## config.mk

```make
export PLATFORM = sky130hd
export DESIGN_NAME = spi_frame_unpacker
export DESIGN_NICKNAME = d
export VERILOG_FILES = /design/src/rtl/spi_pkg.sv /design/src/rtl/spi_cmd_fifo.sv /design/src/rtl/spi_frame_unpacker.sv
export SDC_FILE = /design/constraint.sdc
export NUM_CORES = 1
export LEC_CHECK = 0
export ABC_AREA = 1
export CAP_MARGIN = 20
export CORE_MARGIN = 3
export CORE_UTILIZATION = 50
export DETAILED_ROUTE_END_ITERATION = 8
export GPL_ROUTABILITY_DRIVEN = 0
export GPL_TIMING_DRIVEN = 0
export PLACE_DENSITY = 0.78
export SYNTH_ARGS = -nofsm -noshare
export SYNTH_HDL_FRONTEND = slang
export SYNTH_HIERARCHICAL = 1
export SYNTH_SLANG_ARGS = --single-unit
```

## constraint.sdc

```tcl
create_clock -name SPI_CLK -period 4.23 [get_ports SPI_CLK]
set_input_delay 0.423 -clock SPI_CLK [delete_from_list [all_inputs] [get_ports SPI_CLK]]
set_output_delay 0.423 -clock SPI_CLK [all_outputs]
set_load 0.1 [all_outputs]
```

## src/rtl/spi_pkg.sv

```systemverilog
// Shared frame layout, opcodes, arm-FSM states and the frame checksum
// for the SPI frame unpacker.
package spi_pkg;

    localparam int FRAME_W   = 60;
    localparam int CMD_W     = 52;

    localparam int OP_MSB    = 59;
    localparam int OP_LSB    = 56;
    localparam int ADDR_MSB  = 55;
    localparam int ADDR_LSB  = 48;
    localparam int WDATA_MSB = 47;
    localparam int WDATA_LSB = 16;
    localparam int TAG_MSB   = 15;
    localparam int TAG_LSB   = 8;
    localparam int CHK_MSB   = 7;
    localparam int CHK_LSB   = 0;

    localparam logic [3:0] OP_NOP = 4'h0;
    localparam logic [3:0] OP_WR  = 4'h1;
    localparam logic [3:0] OP_RD  = 4'h2;

    typedef enum logic {
        WAIT_HIGH = 1'b0,
        ARMED     = 1'b1
    } arm_state_t;

    typedef struct packed {
        logic [3:0]  op;
        logic [7:0]  addr;
        logic [31:0] wdata;
        logic [7:0]  tag;
    } cmd_t;

    // The opcode nibble is zero-extended so it folds into the byte-wise XOR.
    function automatic logic [7:0] spi_chk(input logic [FRAME_W-1:0] frame);
        return {4'h0, frame[OP_MSB:OP_LSB]}
             ^ frame[ADDR_MSB:ADDR_LSB]
             ^ frame[47:40] ^ frame[39:32] ^ frame[31:24] ^ frame[23:16]
             ^ frame[TAG_MSB:TAG_LSB];
    endfunction

endpackage

```

## src/rtl/spi_cmd_fifo.sv

```systemverilog
// Show-ahead command FIFO; the head entry is visible on dout and reads as
// zero while empty. A pop frees a slot for a push in the same cycle.
module spi_cmd_fifo #(
    parameter int DEPTH = 4,
    parameter int WIDTH = 52
) (
    input  logic                     clk,
    input  logic                     reset,
    input  logic                     push,
    input  logic [WIDTH-1:0]         din,
    input  logic                     pop,
    output logic [WIDTH-1:0]         dout,
    output logic [$clog2(DEPTH):0]   level,
    output logic                     full,
    output logic                     empty
);

    localparam int AW = $clog2(DEPTH);
    localparam int LW = AW + 1;

    logic [WIDTH-1:0] mem [DEPTH];
    logic [AW-1:0]    wr_ptr;
    logic [AW-1:0]    rd_ptr;
    logic             push_ok;
    logic             pop_ok;

    assign empty   = (level == '0);
    assign full    = (level == LW'(DEPTH));
    assign pop_ok  = pop & ~empty;
    assign push_ok = push & (~full | pop_ok);
    assign dout    = empty ? '0 : mem[rd_ptr];

    always_ff @(posedge clk) begin
        if (push_ok) begin
            mem[wr_ptr] <= din;
        end
    end

    // DEPTH is a power of two, so the pointers wrap by plain overflow.
    always_ff @(posedge clk) begin
        if (reset) begin
            wr_ptr <= '0;
            rd_ptr <= '0;
            level  <= '0;
        end else begin
            if (push_ok) begin
                wr_ptr <= wr_ptr + AW'(1);
            end
            if (pop_ok) begin
                rd_ptr <= rd_ptr + AW'(1);
            end
            case ({push_ok, pop_ok})
                2'b10:   level <= level + LW'(1);
                2'b01:   level <= level - LW'(1);
                default: level <= level;
            endcase
        end
    end

endmodule

```

## src/rtl/spi_frame_unpacker.sv

```systemverilog
// Captures each SPI slave load, validates its checksum, splits it into
// command fields and queues accepted commands on a valid/ready stream.
module spi_frame_unpacker
    import spi_pkg::*;
#(
    parameter int FIFO_DEPTH = 4,
    parameter int CNT_W      = 8
) (
    input  logic                          SPI_CLK,
    input  logic                          reset,
    input  logic                          spi_ldb,
    input  logic [FRAME_W-1:0]            frame_in,
    output logic                          cmd_valid,
    input  logic                          cmd_ready,
    output logic [3:0]                    cmd_op,
    output logic [7:0]                    cmd_addr,
    output logic [31:0]                   cmd_wdata,
    output logic [7:0]                    cmd_tag,
    output logic [$clog2(FIFO_DEPTH):0]   fifo_level,
    output logic [CNT_W-1:0]              chk_err_cnt,
    output logic [CNT_W-1:0]              ovf_cnt
);

    arm_state_t state;
    logic       ldb_q;
    logic       fall;
    logic       frame_good;
    logic       push_req;
    logic       fifo_full;
    logic       fifo_empty;
    logic       overflow;
    cmd_t       push_data;
    cmd_t       head;

    // A strobe already low when reset releases must go high before it can count.
    always_ff @(posedge SPI_CLK) begin
        if (reset) begin
            state <= WAIT_HIGH;
            ldb_q <= 1'b1;
        end else begin
            ldb_q <= spi_ldb;
            if (state == WAIT_HIGH && spi_ldb) begin
                state <= ARMED;
            end
        end
    end

    assign fall       = (state == ARMED) & ldb_q & ~spi_ldb;
    assign frame_good = (spi_chk(frame_in) == frame_in[CHK_MSB:CHK_LSB]);
    assign push_req   = fall & frame_good & (frame_in[OP_MSB:OP_LSB] != OP_NOP);
    assign overflow   = push_req & fifo_full & ~(cmd_valid & cmd_ready);

    assign push_data.op    = frame_in[OP_MSB:OP_LSB];
    assign push_data.addr  = frame_in[ADDR_MSB:ADDR_LSB];
    assign push_data.wdata = frame_in[WDATA_MSB:WDATA_LSB];
    assign push_data.tag   = frame_in[TAG_MSB:TAG_LSB];

    spi_cmd_fifo #(
        .DEPTH (FIFO_DEPTH),
        .WIDTH (CMD_W)
    ) u_fifo (
        .clk   (SPI_CLK),
        .reset (reset),
        .push  (push_req),
        .din   (push_data),
        .pop   (cmd_ready),
        .dout  (head),
        .level (fifo_level),
        .full  (fifo_full),
        .empty (fifo_empty)
    );

    assign cmd_valid = ~fifo_empty;
    assign cmd_op    = head.op;
    assign cmd_addr  = head.addr;
    assign cmd_wdata = head.wdata;
    assign cmd_tag   = head.tag;

    // Both counters stick at all-ones until reset.
    always_ff @(posedge SPI_CLK) begin
        if (reset) begin
            chk_err_cnt <= '0;
            ovf_cnt     <= '0;
        end else begin
            if (fall && !frame_good && chk_err_cnt != '1) begin
                chk_err_cnt <= chk_err_cnt + CNT_W'(1);
            end
            if (overflow && ovf_cnt != '1) begin
                ovf_cnt <= ovf_cnt + CNT_W'(1);
            end
        end
    end

endmodule
```

Word-level counts from Yosys, hierarchy flattened
Memory sizes are Yosys's and may differ from the RTL's. A register that Yosys moved wholly into a read port is not among the register bits.
Index checks and enable logic that the tools add are counted.
{"block": "word_totals", "reg_bits": 25, "latch_bits": 0, "ramBits": 208, "romBits": 0, "inputBits": 64, "output_inout_bits": 72, "word_cells": 54, "mem_count": 1}
{"block": "op_classes", "addsub": 6, "mul": 0, "n_div": 0, "order_cmp": 0, "n_eq_ne": 6, "shifts": 0, "mux": 6, "bitwise_logic": 20, "n_reduce_logical": 8}
{"memory": "u_fifo.mem", "words": 4, "width": 52, "read_ports": 1, "rd_clocked_by_memory_dff": 1, "write_ports": 1, "line": "spi_cmd_fifo.sv:21", "rtl": "logic [WIDTH-1:0] mem [DEPTH];"}
{"cell": "$mux W52", "n": 1}
{"cell": "$xor A8 B8 Y8", "n": 5}
{"cell": "$add A8 B1 Y8 const B", "n": 2}
{"cell": "$ne A8 B8 Y1 const B", "n": 2}
{"cell": "$and A1 B1 Y1", "n": 8}
{"cell": "$eq A8 B8 Y1", "n": 1}
{"cell": "$xor A4 B8 Y8", "n": 1}
{"cell": "$pmux W3 S2", "n": 1}
{"cell": "$not A1 Y1", "n": 5}
{"cell": "$add A2 B1 Y2 const B", "n": 2}
{"cell": "$logic_and A1 B1 Y1", "n": 4}
{"cell": "$mux W2", "n": 2}
{"cell": "$reduce_bool A4 Y1", "n": 1}
{"cell": "$add A3 B1 Y3 const B", "n": 1}
{"cell": "$eq A3 B3 Y1 const B", "n": 1}
{"cell": "$logic_not A3 Y1", "n": 1}
{"cell": "$sub A3 B1 Y3 const B", "n": 1}
{"cell": "$eq A2 B1 Y1 const B", "n": 1}
{"cell": "$eq A2 B2 Y1 const B", "n": 1}
{"cell": "$mux W1", "n": 2}
{"cell": "$reduce_bool A2 Y1", "n": 1}
{"cell": "$logic_not A1 Y1", "n": 1}
{"cell": "$or A1 B1 Y1", "n": 1}

Depth between registers and ports, before layout
{"block": "depth", "depth_word": 12, "depth_mapped": 22, "mapped_depth_nobuf": 22}

Modules after synthesis
Netlist, hierarchy kept.
{"module": "spi_cmd_fifo", "n_inst": 1, "cells_per_inst": 687, "area_each_um2": 8553.2, "seq_area_each_um2": 6426.2}
{"module": "spi_frame_unpacker", "n_inst": 1, "cells_per_inst": 402, "area_each_um2": 2145.8, "seq_area_each_um2": 360.3}

Worst setup path after synthesis
No wires, ideal clock.
{"block": "synth_timing", "path_kind": "input -> register", "from": "input port frame_in[48]", "to": "memory u_fifo.mem[0][0], enable pin", "setup_time_ns": 0.462, "t_arrival_ns": 3.714, "required_ns": 3.768, "slack_ns": 0.054, "stages": 12, "path_buffers": 0, "path_cell_list": "or2_1 > nand2_1 > nand2_1 > nand2_2 > inv_2 > nand2_1 > nand2_2 > nor2_4 > nand3_4 > nor2_2 > nand2_1 > nor2_1"}
{"block": "synth_between", "elab_chain_cells": 12}
{"item": "start: declaration", "line": "spi_frame_unpacker.sv:12", "rtl": "input logic [FRAME_W-1:0] frame_in,"}
{"item": "$xor A4 B8 Y8", "line": "spi_pkg.sv:38", "rtl": "^ frame[ADDR_MSB:ADDR_LSB]"}
{"item": "$xor A8 B8 Y8 (4 in a row)", "line": "spi_pkg.sv:39", "rtl": "^ frame[47:40] ^ frame[39:32] ^ frame[31:24] ^ frame[23:16]"}
{"item": "$xor A8 B8 Y8", "line": "spi_pkg.sv:40", "rtl": "^ frame[TAG_MSB:TAG_LSB];"}
{"item": "$eq A8 B8 Y1", "line": "spi_frame_unpacker.sv:49", "rtl": "assign frame_good = (spi_chk(frame_in) == frame_in[CHK_MSB:CHK_LSB]);"}
{"item": "$and A1 B1 Y1 (2 in a row)", "line": "spi_frame_unpacker.sv:50", "rtl": "assign push_req = fall & frame_good & (frame_in[OP_MSB:OP_LSB] != OP_NOP);"}
{"item": "named net push_req", "line": "spi_frame_unpacker.sv:28", "rtl": "logic push_req;"}
{"item": "$and A1 B1 Y1", "line": "spi_cmd_fifo.sv:30", "rtl": "assign push_ok = push & (~full | pop_ok);"}
{"item": "$mux W1", "line": "spi_cmd_fifo.sv:34", "rtl": "if (push_ok) begin"}
{"item": "$mux W1 (not written as such)", "line": "spi_cmd_fifo.sv:35", "rtl": "mem[wr_ptr] <= din;"}
{"item": "end: declaration", "line": "spi_cmd_fifo.sv:21"}
The timed path passes the listed nets, and every way through them passes these cells.

==> out/metrics.cfg <==
[clock_network]
cts-htree-levels = 1
cts.repair_timing.setup_buffer_count = 0
clk_latency_ps = 510
cts_root_buffer = clkbuf_16
tritoncts_clock_tree = done
clkTransAtPathRegs_ps = 60
hold_buffers = 0
tritoncts.num_buffers = 23
tritoncts_num_sinks = 235
clockBufferDepth = 3
cts_resized = 0

[final_layout]
finished_layout_cells = 1541
num-fill-cells = 1567
diodes = 0
mostFrequentLayoutCell = nor2_1
drive_above_1_share_pct = 7.95
sequential_cell_area_in_the_final_layout_um2 = 6790
nets = 1327
layout.cells.most_common_list = nor2_1, edfxtp_1, nand2_1, clkdlybuf4s50_1, inv_1
area_delta_synth_final_pct = 24.4
multi_input_area_um2 = 3340

[flow_run]
maxCapViolCount = 0

[global_routing]
use_met1_pct = 29.6
grt_use_met2_pct = 37.8
grtUsageTotal_pct = 22.5
wire_length_of_the_first_global_routing_pass_um = 41800
globalRouteMet3Util_pct = 4.86
grt_start_max_net_pins = 31
grt-busiest-layer = met2
antenna_found_initial = 0
grt_overflow = 0
grt_pass1_vias = 8110

[power]
areal_power_density_over_the_cells_nw_per_um2 = 476
p_total_mw = 6.33
irDropWorstVdd_mv = 0.332
leakage_nw = 5.01

[critical_path]
worst-endpoint-required_ps = 3810
crit_path_start_kind = register
cp-end-kind = output port
cp_max_fo = 10
reg2reg_slack_ps = 1450
r2r-start = state
critical_path_arrival_ps = 3250
worstSetupPathType = register to output port

[logic_synthesis]
avgSynthCellArea_um2 = 9.82
synth_top_area_cell = edfxtp_1
synthesis.instances = 1089
yosysSeqAreaShare_pct = 63.4
post_synth_main_area_contributors = edfxtp_1, nor2_1, nand2_1, dfxtp_1, inv_1
synth_seq_cells = 235
number_of_unique_standard_cell_types_used_by_synthesis = 37
synth.net_count = 1161
synth.top_cell.area_share_pct = 58.4
yosysWarnings = 6
synthesis.area_um2 = 10700

[sta]
period_needed_ps = 3670
timing.slew.headroom_pct = 31.7
timing.clock.skew_ps = 11.3
setup_repair_after_global_routing_missed_its_margin = false
fmaxAchievable_mhz = 273
timing_max_transition_violations_final = 0
fin_hold_ws_ps = 481
period_share_pct = 86.7
timing_worst_slew_pin_value_ps = 1020
report.final.setup_viol = 0
count_of_final_hold_check_violations = 0
layout_setup_ws_ps = 562

[die]
row_count = 52
dieHeight_um = 152
die-area_um2 = 23200
start_util_pct = 51.9
core_area_um2 = 20600
dieWidth_um = 152
ios = 136

[drt]
postRouteWirelength_um = 26900
firstDrtPassIters = 5
via_per_inst = 5.35
initialDrtViolationCount = 666
final_antenna_net_count = 0
detail_route.drc_violations = 0
routed_wire_length_per_instance_um = 17.5
route.vias.total = 8238

[worst_hold_path]
hold_path_startpoint = state
worst_hold_path_type = register to register

[run_status]
run_status = completed

[place]
dp.final_hpwl_um = 18400
place.detailed.instances = 1500
port_buffers = 135
preCtsSetupSlack_ps = 148

critical path, cell delays in order (launching register included):
cell,delay [ps]
dfxtp_1,340
buf_4,200
inv_2,140
clkbuf_1,300
nor2_1,260
o21ai_1,120
a21oi_1,210
clkdlybuf4s50_1,1170
per-stage QoR:
step	instance area, um^2	TNS, ps	util (%)
global route	13300	0	64.5
CTS	13300	0	64.5
global placement	12400	-489690	60.1
finish	13300	0	64.5
floorplan	10700	0	-
detailed placement	12600	0	60.9
power breakdown:
group | leakage (nW) | internal [mW] | switching [mW]
Clock | 0.360 | 1.17 | 0.836
Sequential | 2.09 | 2.53 | 0.00977
Combinational | 2.57 | 0.420 | 1.36
flip-flops by register name (all words and copies together) (netlist names), named ones only:
register and cells:
u_fifo/mem 208, chk_err_cnt 8, ovf_cnt 8, u_fifo/level 3, u_fifo/rd_ptr 2, u_fifo/wr_ptr 2, ldb_q 1, state 1
final timing paths:
kind / endpoint / cells after the start
max: cmd_addr[1] / 7
min: state / 2
max reg2reg: u_fifo/mem[3][12] / 7
min reg2reg: state / 2
cells in the mapped netlist (all sizes together):
master  instances
a21oi          64
a31oi           2
and3            1
buf            18
clkbuf         22
dfxtp          27
edfxtp        208
fa              1
ha              7
inv            96
nand2         192
nand3          43
nand3b          6
nand4           4
nor2          253
nor3            5
nor3b           4
nor4            3
o21ai         114
or2             2
xnor2           9
xor2            8
layout make-up:
class	count	share of cell area (%)
clock inverters	8	0.536
plain buffers	40	1.79
well taps	270	2.54
inverters	96	2.73
repair buffers	141	11.2
flip-flops and latches	235	51.0
multi-input cells	718	25.1
clock buffers	33	5.07
kinds of logic (layout without fill, tap and decap cells):
family	after synthesis	count (layout)	synth area share (%)
AOI/OAI and AO/OA	180	180	8.44
buffers and inverters	136	318	5.61
adders and majority gates	8	8	1.01
and+or+nand+nor	513	513	20.1
xor gates and xnor gates	17	17	1.39
DFF	235	235	63.4
layer usage:
metal  vias up  share of wire [%]
met1      3881                 41
met5         -                  0
met4         0                2.8
met3        52                8.4
li1       3973                  -
met2       332                 48
No activity file was read; power rests on OpenSTA's default activity.
